$ cat config.mk
export PLATFORM = sky130hd
export DESIGN_NAME = result_collector
export DESIGN_NICKNAME = d
export VERILOG_FILES = /design/src/rtl/result_collector.sv
export SDC_FILE = /design/constraint.sdc
export NUM_CORES = 1
export LEC_CHECK = 0
export BUFFER_PORTS_ARGS = -buffer_cell sky130_fd_sc_hd__buf_2
export CORE_MARGIN = 2
export CORE_UTILIZATION = 45
export CTS_CLUSTER_DIAMETER = 30
export CTS_CLUSTER_SIZE = 30
export DETAILED_ROUTE_END_ITERATION = 7
export PLACE_DENSITY = 0.58
export SLEW_MARGIN = 20
export SYNTH_ARGS = -nofsm -noshare
export SYNTH_HDL_FRONTEND = slang
export SYNTH_SLANG_ARGS = --single-unit
$ cat constraint.sdc
create_clock -name clk -period 36.9 [get_ports clk]
set_clock_uncertainty 0.15 [all_clocks]
set_input_delay 0 -clock clk [delete_from_list [all_inputs] [get_ports clk]]
set_output_delay 0 -clock clk [all_outputs]
set_load 0.1 [all_outputs]
$ cat src/rtl/result_collector.sv
// -----------------------------------------------------------------------------
// result_collector
//
// Collects an m x m matrix of 32-bit results from a strobe-driven producer
// (typically a matrix multiplier) and provides two combinational read ports.
//
// Handshake: the producer raises z_stb with z_out/z_i/z_j stable. The
// collector samples it on a rising edge in COLLECT, answers with a one-cycle
// z_ack in the following cycle (ACK), and ignores z_stb during that ACK
// cycle. The producer drops z_stb after seeing z_ack. The earliest next
// acceptance is therefore two edges after the previous one.
//
// Ports:
//   clk, rst            clock, asynchronous active-high reset
//   start               starts/restarts a collection (honoured in IDLE/FULL)
//   z_out, z_i, z_j     result value and its row/column
//   z_stb / z_ack       producer strobe / one-cycle acknowledge
//   cur_i, cur_j        index for current_element (combinational read)
//   r_i, r_j            writer read index, m_len+1 bits; out of range reads 0
//   r_value             combinational read data for [r_i][r_j]
//   done                high in FULL (all m*m entries written since start)
//   idx_err             sticky: strobe with out-of-range index
//   dup_err             sticky: in-range write to an already-valid entry
//   state_o, count_o    debug view of FSM state and written-entry count
//
// Optional feature: define RESULT_COLLECTOR_DUP_DETECT_EN to enable the
// duplicate-write detector; otherwise dup_err is tied to 0.
// -----------------------------------------------------------------------------
module result_collector #(
    parameter int m     = 4,
    parameter int m_len = $clog2(m)
) (
    input  logic              clk,
    input  logic              rst,
    input  logic              start,
    input  logic [31:0]       z_out,
    input  logic [m_len-1:0]  z_i,
    input  logic [m_len-1:0]  z_j,
    input  logic              z_stb,
    output logic              z_ack,
    input  logic [m_len-1:0]  cur_i,
    input  logic [m_len-1:0]  cur_j,
    output logic [31:0]       current_element,
    input  logic [m_len:0]    r_i,
    input  logic [m_len:0]    r_j,
    output logic [31:0]       r_value,
    output logic              done,
    output logic              idx_err,
    output logic              dup_err,
    output logic [1:0]        state_o,
    output logic [2*m_len:0]  count_o
);

    localparam logic [1:0] S_IDLE    = 2'd0;
    localparam logic [1:0] S_COLLECT = 2'd1;
    localparam logic [1:0] S_ACK     = 2'd2;
    localparam logic [1:0] S_FULL    = 2'd3;

    localparam logic [m_len:0]   M_EXT    = (m_len + 1)'(m);
    localparam logic [2*m_len:0] FULL_CNT = (2 * m_len + 1)'(m * m);

    logic [1:0]       state_q, state_d;
    logic [2*m_len:0] count_q, count_d;
    logic             idx_err_q, idx_err_d;
    logic [31:0]      mem_q   [m][m];
    logic             valid_q [m][m];

    logic z_in_range;
    logic clear;
    logic accept;
    logic wr_en;
    logic was_valid;

    // Index checks are done one bit wider so that m itself is representable.
    assign z_in_range = ({1'b0, z_i} < M_EXT) && ({1'b0, z_j} < M_EXT);
    assign clear      = ((state_q == S_IDLE) || (state_q == S_FULL)) && start;
    assign accept     = (state_q == S_COLLECT) && z_stb;
    assign wr_en      = accept && z_in_range;

    always_comb begin
        was_valid = 1'b0;
        if (z_in_range) begin
            was_valid = valid_q[z_i][z_j];
        end
    end

    always_comb begin
        state_d = state_q;
        case (state_q)
            S_IDLE:    if (start) state_d = S_COLLECT;
            S_COLLECT: if (z_stb) state_d = S_ACK;
            S_ACK:     state_d = (count_q == FULL_CNT) ? S_FULL : S_COLLECT;
            S_FULL:    if (start) state_d = S_COLLECT;
            default:   state_d = S_IDLE;
        endcase
    end

    always_comb begin
        count_d   = count_q;
        idx_err_d = idx_err_q;
        if (clear) begin
            count_d   = '0;
            idx_err_d = 1'b0;
        end else if (accept) begin
            if (!z_in_range) begin
                idx_err_d = 1'b1;
            end else if (!was_valid) begin
                // Rewrites of a valid entry do not advance the count.
                count_d = count_q + 1'b1;
            end
        end
    end

    always_ff @(posedge clk or posedge rst) begin
        if (rst) begin
            state_q   <= S_IDLE;
            count_q   <= '0;
            idx_err_q <= 1'b0;
        end else begin
            state_q   <= state_d;
            count_q   <= count_d;
            idx_err_q <= idx_err_d;
        end
    end

    always_ff @(posedge clk or posedge rst) begin
        if (rst) begin
            for (int a = 0; a < m; a++) begin
                for (int b = 0; b < m; b++) begin
                    mem_q[a][b]   <= '0;
                    valid_q[a][b] <= 1'b0;
                end
            end
        end else if (clear) begin
            for (int a = 0; a < m; a++) begin
                for (int b = 0; b < m; b++) begin
                    mem_q[a][b]   <= '0;
                    valid_q[a][b] <= 1'b0;
                end
            end
        end else if (wr_en) begin
            mem_q[z_i][z_j]   <= z_out;
            valid_q[z_i][z_j] <= 1'b1;
        end
    end

`ifdef RESULT_COLLECTOR_DUP_DETECT_EN
    logic dup_err_q, dup_err_d;

    always_comb begin
        dup_err_d = dup_err_q;
        if (clear) begin
            dup_err_d = 1'b0;
        end else if (wr_en && was_valid) begin
            dup_err_d = 1'b1;
        end
    end

    always_ff @(posedge clk or posedge rst) begin
        if (rst) begin
            dup_err_q <= 1'b0;
        end else begin
            dup_err_q <= dup_err_d;
        end
    end

    assign dup_err = dup_err_q;
`else
    assign dup_err = 1'b0;
`endif

    // Read ports: both return 0 for an index outside the matrix.
    always_comb begin
        current_element = '0;
        if (({1'b0, cur_i} < M_EXT) && ({1'b0, cur_j} < M_EXT)) begin
            current_element = mem_q[cur_i][cur_j];
        end
    end

    always_comb begin
        r_value = '0;
        if ((r_i < M_EXT) && (r_j < M_EXT)) begin
            r_value = mem_q[r_i[m_len-1:0]][r_j[m_len-1:0]];
        end
    end

    assign z_ack   = (state_q == S_ACK);
    assign done    = (state_q == S_FULL);
    assign idx_err = idx_err_q;
    assign state_o = state_q;
    assign count_o = count_q;

endmodule

==> results of run 1 <==
## power groups by stage
stage          logic [mW]  clock network (mW)  registers, mW
5_1_grt             0.370                1.29          0.672
6_report            0.347                1.24          0.667
2_1_floorplan       0.252                   0          0.676
4_1_cts             0.344                1.26          0.666
3_5_place_dp        0.338                   0          0.674
3_3_place_gp        0.331                   0          0.671
## synth_stat cells, drive strengths merged (2+ instances only)
master	count
nor2b	35
nand3	12
a21oi	518
o21ai	6
ha	5
nand4	2
nor2	44
buf	87
nand2	1035
clkbuf	216
nand2b	2
nor3	8
inv	7
or3	3
mux2i	8
nor4	2
dfrtp	535
mux4	322
## flip-flops by register name (all words and copies together), names as in the netlist
name and count:
count_o 5, mem_q 512, state_o 2, valid_q 16
## cells by family (layout without fill, tap and decap cells)
group,Yosys count,count (layout),share of synthesized area
muxes,330,330,0.251
adders and majority gates,5,5,0.00214
buffers and inverters,310,479,0.0442
DFF,535,535,0.458
AOI/OAI and AO/OA,525,525,0.0904
xor gates and xnor gates,1,1,0.000300
other,1,4,0.000128
and+or+nand+nor,1149,1149,0.154
## worst max-delay path: stages
cell and delay, ns:
buf_6 0.55, buf_4 0.76, buf_4 0.55, mux4_2 0.57, mux4_2 0.54, nor2b_1 0.16
buf_2 0.32
## layout make-up
class                      count  area, sq um  share of cell area
inverter                       7         33.8            0.000950
sequential                   535        13400               0.376
timing repair buffer         220         1510              0.0424
tap                          855         1070              0.0301
clock inverter                65          968              0.0272
multi-input combinational   2012        14700               0.414
antenna                        2         5.00            0.000141
clock buffer                 187         3860               0.108
## layer usage
layer  global-route usage  part of all wire
met2                0.502              0.48
met4                0.133             0.036
met1                0.416              0.38
met3               0.0713             0.099
met5                    0           0.00011
## path summary, 6_finish.rpt
kind | from | slack, ns | end
worst max-delay path | r_j[0] | 33.27 | r_value[23]
worst min-delay path | start | 0.04 | count_o[1]
worst max register to register | state_o[1] | 33.35 | mem_q[446]
worst min register to register | valid_q[0] | 0.34 | valid_q[0]
max in group asynchronous | rst | 33.84 | mem_q[142]
min in group asynchronous | rst | 0.49 | count_o[3]
## cell usage in the layout, fill, tap and decap left out, types with 6 or more instances in the layout
master         count
inv_1              6
clkbuf_8          23
nor2_4             6
clkinvlp_4        11
nand3_2            8
nor2_1            38
a21oi_1          518
bufinv_16         18
nand2_2            6
dlygate4sd3_1     45
nor2b_1           35
buf_4             51
mux4_2           322
nand2_1         1029
dfrtp_1          535
clkinv_2          15
buf_2            117
clkbuf_16        138
inv_6              7
clkbuf_1          27
mux2i_1            8
## metrics by stage
stage / utilization / power, mW / hold WS (ns) / std cells / instance area [sq um]
after floorplan: - / 0.927 / 0.0426 / 2857 / 29200
after global placement: 0.470 / 1.00 / 0.0728 / 3584 / 30300
after detailed placement: 0.470 / 1.01 / 0.114 / 3584 / 30300
after CTS: 0.552 / 2.27 / 0.000282 / 3881 / 35500
after global routing: 0.553 / 2.33 / 0.0683 / 3882 / 35600
final: 0.553 / 2.26 / 0.0384 / 3883 / 35600
## what timing repair did
action,4_1_cts,5_1_grt
setup endpoints to repair,0,0
hold buffers,45,0
endpoints found under the hold margin,637,0
==> out/qor.yml, run 1 <==
run_status:
  outcome: "complete, no violations"
timing:
  slew_headroom: 0.182
  maxSlewViolCount: 0
  fin_crit_ns: 3.63
  fin_ws_ns: 33.27
  finalHoldViolCount: 0
  rsz0062_at_grt: "no"
  finalCritPeriodShare: 0.0983
  fmax_mhz: 276
  tightest_slew_ns: 1.22
  setup_viol: 0
  fin_tns_setup_ns: 0
die:
  core-area_sq_um: 64300
  io_pins: 125
  die_h_um: 259
  die_w_um: 259
  num_rows: 93
  dieArea_sq_um: 67000
  initial_core_util: 0.454
clock_network:
  cts-resized-gates: 0
  cts_buffer_depth: 3
  root_buffer: "clkbuf_16"
  path_clk_slew_ns: 0.04
  insertion_delay_ns: 0.72
  post_cts_buffers: 0
  numCtsBuffers: 137
  cts_tree: "built"
  cts_max_level: 4
  cts_sinks: 535
yosys:
  yosys-top-cells-area: "dfrtp_1 46%, mux4_2 25%, nand2_1 13%, a21oi_1 8.9%, clkbuf_1 2.8%"
  synth.yosys.warnings: 0
  ys_ff_latch: 535
  synth.distinct_cells: 32
  synth-main-ff-cell: "dfrtp_1"
  synth_seq_area_share: 0.458
  synthCells: 2856
  yosys.area.top_type: "dfrtp_1"
  netlist_area_sq_um: 29200
  synth_edf_count: 0
  synthDominantCellAreaShare: 0.458
  synth-async-reset-ratio: 1.00
  syn_avg_cell_area_sq_um: 10.2
worst_setup_path:
  crit_type: "primary input to primary output"
  ff2ff_path_depth: 8
  end_kind: "primary output"
  critPathRequiredTime_ns: 36.75
  worstPathArrival_ns: 3.48
  crit_path_start_kind: "primary input"
  critPathMaxFanout: 57
pwr:
  p_comb_frac: 0.154
  p_leak_nw: 14.6
  pwr_density_cell_nw_per_um2: 63.5
  p_seq_frac: 0.295
  ir_worst_vdd_v: 0.0000795
  p_int_mw: 1.59
  swShare: 0.297
  clkPwrFrac: 0.551
  switchingPower_uw: 670
route:
  route.detailed.drc: 0
  drt_iter0_drc: 2966
  dr.pass1.iters: 6
  wl_per_cell_um: 26.5
  routed_wl_um: 103000
  viasPerCell: 6.20
  antenna_left: 0
  vias: 24100
placement:
  portBuffers: 122
  place_ws_ns: 33.21
  place_hpwl_um: 56200
  finalWeightedCongestion: 0.808
grt:
  grt_pass1_vias: 24600
  grt_max_degree: 244
  antenna_found_initial: 2
  grt_overflow_total: 0
  grt_pass1_wl_um: 156000
  grt_usage: 0.314
job:
  drv_cap: 0
finish:
  synthToLayoutAreaGrowth_pct: 21.6
  final.fill_count: 5416
  nets: 2968
  drive_gt1_frac: 0.250
min_path:
  min_path_type: "primary input to flop"
  whs_path_depth: 5
Note: power is estimated with default switching activity, not from simulation.
==> inputs of run 2 (changes only) <==
==> constraint.sdc (replaced) <==
create_clock -name clk -period 3.6 [get_ports clk]
set_clock_uncertainty 0.15 [all_clocks]
set_input_delay 0 -clock clk [delete_from_list [all_inputs] [get_ports clk]]
set_output_delay 0 -clock clk [all_outputs]
set_load 0.1 [all_outputs]
==> out/qor.yml, run 2 (synthesized netlist as in run 1, its figures left out) <==
worst_setup_path:
  worstReg2RegStart: "state_o[1]"  # unchanged
  worstPathArrival_ns: 3.39  # was 3.48 ns
  reg2reg_slack_ns: 0.67  # was 33.35 ns
  critPathRequiredTime_ns: 4.06  # was 36.75 ns
  reg2reg_to: "mem_q[91]"  # was mem_q[446]
  endpoint: "mem_q[91]"  # was r_value[23]
  critPathMaxFanout: 13  # was 57
  end_kind: "flop"  # was primary output
  crit_path_start_kind: "flop"  # was primary input
  startpoint: "state_o[1]"  # was r_j[0]
  ff2ff_path_depth: 8  # unchanged
  crit_type: "flop to flop"  # was primary input to primary output
finish:
  synthToLayoutAreaGrowth_pct: 22.6  # was 21.6%
  drive_gt1_frac: 0.259  # was 0.250
  final_cell_mix: "1029 x nand2_1, 535 x dfrtp_1, 518 x a21oi_1"  # unchanged
  final.fill_count: 5418  # was 5416
  nets: 2997  # was 2968
  final_common_cell: "nand2_1"  # unchanged
  largest_reg_flops: 512  # unchanged
  largest_register: "mem_q"  # unchanged
pwr:
  pwr_density_cell_nw_per_um2: 630  # was 63.5 nW/um^2
  ir_worst_vdd_v: 0.000597  # was 0.0000795 V
  power_mw: 22.6  # was 2.26 mW
  p_leak_nw: 14.8  # was 14.6 nW
clock_network:
  cts_sinks: 535  # unchanged
  insertion_delay_ns: 0.69  # was 0.72 ns
  numCtsBuffers: 132  # was 137
  post_cts_buffers: 0  # unchanged
  path_clk_slew_ns: 0.04  # about the same
  cts-resized-gates: 0  # unchanged
  root_buffer: "clkbuf_16"  # unchanged
  cts_tree: "built"  # unchanged
  cts-hold-fix-buffers: 40  # was 45
  cts_buffer_depth: 3  # unchanged
  cts_max_level: 4  # unchanged
timing:
  fin_crit_ns: 2.93
  fin_hold_ws_ns: 0.0793  # was 0.0384 ns
  maxSlewViolCount: 0  # unchanged
  finalHoldViolCount: 0  # unchanged
  fmax_mhz: 341
  rsz0062_at_grt: "no"  # unchanged
  slew_headroom: 0.211  # was 0.182
  tightest_slew_ns: 1.18  # was 1.22 ns
  setup_viol: 0  # unchanged
  finalCritPeriodShare: 0.814
die:
  die_w_um: 259  # unchanged
  initial_core_util: 0.454  # unchanged
  die_h_um: 259  # unchanged
  dieArea_sq_um: 67000  # unchanged
  num_rows: 93  # unchanged
  core-area_sq_um: 64300  # unchanged
  io_pins: 125  # unchanged
route:
  viasPerCell: 6.16  # was 6.20
  antenna_left: 0  # unchanged
  wl_per_cell_um: 26.1  # was 26.5 um
  route.detailed.drc: 0  # unchanged
  dr.pass1.iters: 5  # was 6
  vias: 24000  # was 24100
  drt_iter0_drc: 2997  # was 2966
  routed_wl_um: 102000  # was 103000 um
grt:
  grt_max_degree: 111  # was 244
  grt_pass1_vias: 25000  # was 24600
  grt_pass1_wl_um: 156000  # about the same
  grt_usage: 0.311  # was 0.314
  antenna_found_initial: 2  # unchanged
  grt_overflow_total: 0  # unchanged
placement:
  finalWeightedCongestion: 0.823  # was 0.808
  portBuffers: 122  # unchanged
  place_hpwl_um: 59100  # was 56200 um
job:
  drv_cap: 0  # unchanged
min_path:
  min_path_type: "primary input to flop"  # unchanged
run_status:
  outcome: "complete, no violations"  # unchanged
-- run 2: cell types whose count changed in the layout (fill, tap and decap cells not counted), sizes merged --
cell and change:
diode -1, clkinvlp -2, inv -10, dlygate4sd3 -5
buf +39, clkbuf -7, bufinv -4, clkinv +11
-- run 2: report_power, final --
group / switching (mW) / internal [mW] / total, mW / leakage (nW)
Clock: 3.71 / 8.35 / 12.1 / 2.24
Sequential: 0.358 / 6.48 / 6.83 / 7.44
Combinational: 2.58 / 1.10 / 3.68 / 5.09
Total: 6.65 / 15.9 / 22.6 / 14.8
-- run 2: area by class of cell --
class / count / area (sq um) / area share
Multi-Input combinational cell: 2012 / 14700 / 0.411
Inverter: 7 / 30.0 / 0.000838
Antenna cell: 1 / 2.50 / 0.0000698
Sequential cell: 535 / 13400 / 0.374
Timing Repair Buffer: 254 / 2060 / 0.0574
Tap cell: 855 / 1070 / 0.0298
Clock buffer: 180 / 3810 / 0.106
Clock inverter: 60 / 753 / 0.0210
-- run 2: how the worst min path moves through the flow --
stage | start | to | slack (ns) | depth (start not counted)
global route | start | count_o[1] | 0.08 | 5
floorplan | start | state_o[0] | 0.04 | 2
detailed placement | rst | count_o[4] | 0.1 | 2
finish | start | count_o[1] | 0.08 | 5
CTS | start | count_o[1] | 0.05 | 5
global placement | rst | state_o[1] | 0.09 | 2
-- run 2: critical path, stage by stage (launching register included) --
cell and delay (ns):
dfrtp_1 0.41, inv_1 0.08, ha_1 0.26, and3b_1 0.44, nand2_1 0.33, nor2_4 0.69, buf_12 0.26, nand2_1 0.07
a21oi_1 0.15
-- run 2: metal layers --
| metal | share of wire | routed length (um) | global-route usage | up-vias |
|---|---|---|---|---|
| li1 | - | - | - | 10100 |
| met1 | 0.39 | 39600 | 0.423 | 12200 |
| met2 | 0.46 | 47300 | 0.475 | 1411 |
| met3 | 0.10 | 10600 | 0.0779 | 274 |
| met4 | 0.042 | 4240 | 0.142 | 2 |
| met5 | 0.000069 | 7 | 0 | - |
-- run 2: metrics by stage --
step	utilization	cells	setup TNS (ns)	area, sq um	worst slack (ns)
finish	0.557	3904	0	35800	0.669
global route	0.557	3903	0	35800	0.536
CTS	0.557	3903	0	35800	0.709
detailed placement	0.480	3623	0	30900	0.726
global placement	0.480	3623	0	30900	0.795
floorplan	-	2857	-2045.86	29200	-3.82
